==> config.mk <==
export PLATFORM = sky130hd
export DESIGN_NAME = cpu_ctrl_fsm
export DESIGN_NICKNAME = d
export VERILOG_FILES = /design/src/rtl/cpu_ctrl_fsm.sv
export SDC_FILE = /design/constraint.sdc
export NUM_CORES = 1
export LEC_CHECK = 0
export BUFFER_PORTS_ARGS = -buffer_cell sky130_fd_sc_hd__buf_2
export CORE_ASPECT_RATIO = 0.6
export CORE_UTILIZATION = 35
export DETAILED_ROUTE_END_ITERATION = 10
export GPL_ROUTABILITY_DRIVEN = 0
export PLACE_DENSITY = 0.84
export REMOVE_ABC_BUFFERS = 1
export SYNTH_ARGS = -nofsm -noshare
export SYNTH_HDL_FRONTEND = slang
export SYNTH_SLANG_ARGS = --single-unit
==> constraint.sdc <==
create_clock -name clk -period 3 [get_ports clk]
set_input_delay 0.9 -clock clk [delete_from_list [all_inputs] [get_ports clk]]
set_output_delay 0.9 -clock clk [all_outputs]
set_load 0.02 [all_outputs]
==> src/rtl/cpu_ctrl_fsm.sv <==
// Multicycle control sequencer for the RV32I datapath. It steps each instruction through
// FETCH/IR/EXEC/MEM/WB and drives all datapath selects and enables from the state and the held instruction.
module cpu_ctrl_fsm #(
   parameter int CNT_W            = 4,
   parameter bit RESET_STATE_HALT = 1'b0
) (
   input  logic             clk,
   input  logic             rst,
   input  logic [31:0]      instr,
   input  logic             BrEq,
   input  logic             BrLT,
   output logic             pc_en,
   output logic             PCSel,
   output logic             ir_en,
   output logic             AddrSel,
   output logic             ramEn,
   output logic             MemRW,
   output logic [2:0]       ImmSel,
   output logic             ASel,
   output logic             BSel,
   output logic             BrUn,
   output logic [3:0]       ALUop,
   output logic             RegWEn,
   output logic [1:0]       WBSel,
   output logic [CNT_W-1:0] cycleCount,
   output logic             instr_done,
   output logic             halt
);

   typedef enum logic [2:0] {
      S_FETCH, S_IR, S_EXEC, S_MEM, S_WB, S_HALT
   } state_t;

   typedef enum logic [2:0] {
      K_R, K_I, K_LW, K_SW, K_BR, K_JAL, K_BAD
   } kind_t;

   localparam logic [2:0] IMM_I = 3'd0;
   localparam logic [2:0] IMM_S = 3'd1;
   localparam logic [2:0] IMM_B = 3'd2;
   localparam logic [2:0] IMM_J = 3'd3;

   state_t           state_reg, state_next;
   logic [CNT_W-1:0] cnt_reg;

   logic [6:0] opcode;
   logic [2:0] funct3;
   kind_t      kind;
   logic       dec_asel, dec_bsel, taken;
   logic [2:0] dec_imm;
   logic [3:0] dec_alu;
   logic       unused_instr_bits;

   assign opcode            = instr[6:0];
   assign funct3            = instr[14:12];
   assign unused_instr_bits = ^{instr[31], instr[29:15], instr[11:7]};

   // Operand selects are decoded once and reused unchanged in EXEC, MEM and WB
   always_comb begin
      kind     = K_BAD;
      dec_asel = 1'b0;
      dec_bsel = 1'b0;
      dec_imm  = IMM_I;
      dec_alu  = 4'b0000;
      case (opcode)
         7'b0110011: begin
            kind    = K_R;
            dec_alu = {instr[30], funct3};
         end
         7'b0010011: begin
            kind     = K_I;
            dec_bsel = 1'b1;
            dec_alu  = {(funct3 == 3'b101) ? instr[30] : 1'b0, funct3};
         end
         7'b0000011: begin
            if (funct3 == 3'b010) begin
               kind     = K_LW;
               dec_bsel = 1'b1;
            end
         end
         7'b0100011: begin
            if (funct3 == 3'b010) begin
               kind     = K_SW;
               dec_bsel = 1'b1;
               dec_imm  = IMM_S;
            end
         end
         7'b1100011: begin
            if (funct3[2:1] != 2'b01) begin
               kind     = K_BR;
               dec_asel = 1'b1;
               dec_bsel = 1'b1;
               dec_imm  = IMM_B;
            end
         end
         7'b1101111: begin
            kind     = K_JAL;
            dec_asel = 1'b1;
            dec_bsel = 1'b1;
            dec_imm  = IMM_J;
         end
         default: kind = K_BAD;
      endcase
   end

   always_comb begin
      case (funct3)
         3'b000:        taken = BrEq;
         3'b001:        taken = ~BrEq;
         3'b100, 3'b110: taken = BrLT;
         default:       taken = ~BrLT;
      endcase
   end

   // Holding rst high forces every output to zero regardless of the current state
   always_comb begin
      state_next = state_reg;
      pc_en      = 1'b0;
      PCSel      = 1'b0;
      ir_en      = 1'b0;
      AddrSel    = 1'b0;
      ramEn      = 1'b0;
      MemRW      = 1'b0;
      ImmSel     = 3'd0;
      ASel       = 1'b0;
      BSel       = 1'b0;
      BrUn       = 1'b0;
      ALUop      = 4'b0000;
      RegWEn     = 1'b0;
      WBSel      = 2'd0;
      instr_done = 1'b0;
      halt       = 1'b0;
      if (!rst) begin
         case (state_reg)
            S_FETCH: begin
               ramEn      = 1'b1;
               state_next = S_IR;
            end
            S_IR: begin
               ir_en      = 1'b1;
               state_next = S_EXEC;
            end
            S_EXEC: begin
               if (kind == K_BAD) begin
                  state_next = S_HALT;
               end else begin
                  ASel   = dec_asel;
                  BSel   = dec_bsel;
                  ImmSel = dec_imm;
                  ALUop  = dec_alu;
                  case (kind)
                     K_BR: begin
                        BrUn       = funct3[1];
                        pc_en      = 1'b1;
                        PCSel      = taken;
                        instr_done = 1'b1;
                        state_next = S_FETCH;
                     end
                     K_LW, K_SW: state_next = S_MEM;
                     default:    state_next = S_WB;
                  endcase
               end
            end
            S_MEM: begin
               ASel    = dec_asel;
               BSel    = dec_bsel;
               ImmSel  = dec_imm;
               ALUop   = dec_alu;
               ramEn   = 1'b1;
               AddrSel = 1'b1;
               if (kind == K_SW) begin
                  MemRW      = 1'b1;
                  pc_en      = 1'b1;
                  instr_done = 1'b1;
                  state_next = S_FETCH;
               end else begin
                  state_next = S_WB;
               end
            end
            S_WB: begin
               ASel       = dec_asel;
               BSel       = dec_bsel;
               ImmSel     = dec_imm;
               ALUop      = dec_alu;
               RegWEn     = 1'b1;
               WBSel      = (kind == K_LW) ? 2'd1 : (kind == K_JAL) ? 2'd2 : 2'd0;
               pc_en      = 1'b1;
               PCSel      = (kind == K_JAL);
               instr_done = 1'b1;
               state_next = S_FETCH;
            end
            S_HALT: begin
               halt = 1'b1;
            end
            default: state_next = S_FETCH;
         endcase
      end
   end

   // The count restarts on every return to FETCH and is frozen once halted
   always_ff @(posedge clk) begin
      if (rst) begin
         state_reg <= RESET_STATE_HALT ? S_HALT : S_FETCH;
         cnt_reg   <= '0;
      end else begin
         state_reg <= state_next;
         if (state_next == S_FETCH)
            cnt_reg <= '0;
         else if (state_reg != S_HALT && cnt_reg != '1)
            cnt_reg <= cnt_reg + {{(CNT_W-1){1'b0}}, 1'b1};
      end
   end

   assign cycleCount = rst ? '0 : cnt_reg;

endmodule

==> flow_metrics.env <==
export IMPL_reg2reg_from="state_reg[0]$_SDFF_PP0_"
export IMPL_multiInputGateArea_um2=705.7
export IMPL_syn_area_per_cell_um2=6.961
export IMPL_die_h_um=38.23
export IMPL_rows=12
export IMPL_syn_area_um2=765.7
export IMPL_clkLatencyLatePin_ns=0.26
export IMPL_reg2reg_slack_ns=0.91
export IMPL_crit_path_start_kind="primary input"
export IMPL_cts_root_buf="clkbuf_4"
export IMPL_synth_edf_count=0
export IMPL_most_common_layout_cells="buf_2 (25), buf_4 (25), buf_6 (13)"
export IMPL_drc=0
export IMPL_fin_worst_skew_ns=0.005500
export IMPL_grt_max_degree=13
export IMPL_post_route_period_util_pct=110.3
export IMPL_core_area_um2=1952
export IMPL_nets=210
export IMPL_dieArea_um2=2385
export IMPL_fill_cells=121
export IMPL_status="finished with violations"
export IMPL_hold_path_endpoint="cnt_reg[2]$_SDFFE_PP0P_"
export IMPL_clk_pin_slew_ns=0.06
export IMPL_r2r_end="cnt_reg[2]$_SDFFE_PP0P_"
export IMPL_ys_seq_area_share_pct=18.30
export IMPL_yosys_register_bits=7
export IMPL_start_util_pct=39.23
export IMPL_synthArstFlopShare_pct=0
export IMPL_diodes=0
export IMPL_grt_pass1_wl_um=5147
export IMPL_grt_total_usage_pct=29.32
export IMPL_hold_viol_final=0
export IMPL_hold_depth=1
export IMPL_min_path_type="flip-flop to flip-flop"
export IMPL_slew_viol_final=0
export IMPL_timing_setup_tns_ns=-1.614
export IMPL_clockBufferDepth=2
export IMPL_violations="negative setup slack"
export IMPL_syn_to_final_growth_pct=79.90
export IMPL_vias=1254
export IMPL_register_area_um2=140.1
export IMPL_cp_end_kind="output port"
export IMPL_period_minus_slack_ns=3.309
export IMPL_worst_ir_drop_vdd_v=0.0001794
export IMPL_yosys_warnings=0
export IMPL_cts_tree="built"
export IMPL_critPathKind="primary input to output port"
export IMPL_hpwl_um=2109
export IMPL_final_cells=200
export IMPL_portBuffers=38
export IMPL_grt_pass1_vias=997
export IMPL_via_per_inst=6.270
export IMPL_setup_viol=12
export IMPL_rsz0062_at_grt="yes"
export IMPL_firstDrtPassIters=5
export IMPL_synth_cell_types=43
export IMPL_r2r_cells=5
export IMPL_whs_ns=0.5978
export IMPL_cts_hold_buf=0
export IMPL_synth_top_flop_cell="dfxtp_1"
export IMPL_cp_required_ns=2.10
export IMPL_syn_inst=110
export IMPL_max_freq_mhz=302.3
export IMPL_ant_nets=0
export IMPL_hold_start="cnt_reg[2]$_SDFFE_PP0P_"
export IMPL_maxCapViolations=0
export IMPL_antenna_found_initial=0
export IMPL_initialDrtViolationCount=205
export IMPL_grt_ovfl_total=0
export IMPL_setup_ws_ns=-0.3085
export IMPL_cp_arrival_ns=2.41
export IMPL_power_total_mw=0.3880
export IMPL_p_leak_nw=0.6710
export IMPL_dp_cells=190
export IMPL_largest_reg_flops=4
export IMPL_power_density_nw_per_um2=281.6
export IMPL_wl_per_cell_um=19.40
export IMPL_die_w_um=62.39
export IMPL_cts_htree_levels=1
export IMPL_drive_gt1_share_pct=53.49
export IMPL_worstPathMaxFanout=3
export IMPL_routed_wl_um=3879
export IMPL_ios=61
export IMPL_cts_sinks=7
export IMPL_numCtsBuffers=3
## where the power goes
group	internal (mW)	switching, mW	total, mW
clock network	0.0510	0.0394	0.0904
logic	0.0736	0.0982	0.172
registers	0.105	0.0207	0.126
## Yosys cell counts, types with 2 or more instances
library cell / count / share of area [%]
a21oi_1: 5 / 3.3
a31oi_1: 2 / 1.6
and2_1: 4 / 3.3
and3_1: 5 / 4.1
buf_4: 2 / 2.0
clkbuf_1: 2 / 0.98
dfxtp_1: 7 / 18
inv_1: 3 / 1.5
mux2i_1: 2 / 2.6
nand2_1: 6 / 2.9
nand2b_1: 6 / 4.9
nand3_1: 5 / 3.3
nand4_1: 2 / 1.6
nor2_1: 12 / 5.9
nor2b_1: 10 / 8.2
nor3_1: 5 / 3.3
o21ai_1: 2 / 1.3
or2_2: 2 / 1.6
or3_1: 2 / 1.6
xor2_1: 3 / 3.4
## worst max path at each step
stage,startpoint,to,depth (start not counted)
floorplan,instr[3],instr_done,4
CTS,instr[2],PCSel,6
finish,instr[2],BrUn,6
global placement,instr[3],PCSel,6
global route,instr[2],PCSel,6
detailed placement,instr[3],PCSel,6
## metrics by stage
stage / area, um2 / setup WS, ns / utilization [%]
CTS: 1249 / -0.3055 / 63.97
detailed placement: 1106 / -0.4529 / 56.67
finish: 1378 / -0.3085 / 70.58
global route: 1378 / -0.3310 / 70.58
floorplan: 738.2 / -0.4485 / -
global placement: 1106 / -0.4195 / 56.67
## routing by layer
layer	wire length, um	vias to the layer above	global-route usage, %	share of wire [%]
met5	0	-	0	0
met4	238	0	9.884	6.1
met3	501	41	6.845	13
met2	1720	144	51.37	44
met1	1419	549	36.46	37
li1	-	520	-	-
## what timing repair did
action	in CTS	in global routing
resized for setup	24	27
endpoints found under the setup margin	12	14
setup buffers	3	4
gates cloned	0	0
pin swaps	9	10
## cells by family after synthesis
group / Yosys count / share of synthesized area, %
XOR/XNOR: 3 / 3.432
adder cells (fa/ha/maj): 1 / 1.634
other: 1 / 0.4897
flip-flops: 7 / 18.30
AND/OR/NAND/NOR: 66 / 48.53
buffers and inverters: 8 / 5.064
multiplexers: 2 / 2.614
AO/OA/AOI/OAI: 22 / 19.94
## critical path, stage by stage
cell    delay (ns)
buf_6         0.09
or2_4         0.24
or4_4         0.55
or3_4         0.37
nor2_2        0.12
buf_6         0.13
## area by class of cell
type	instances	area share [%]
well taps	28	2.543
clock buffers	4	1.907
inverters	3	0.8174
flip-flops and latches	7	10.17
multi-input cells	95	51.23
repair buffers	63	33.33
Power figures use the tool's default switching activity.
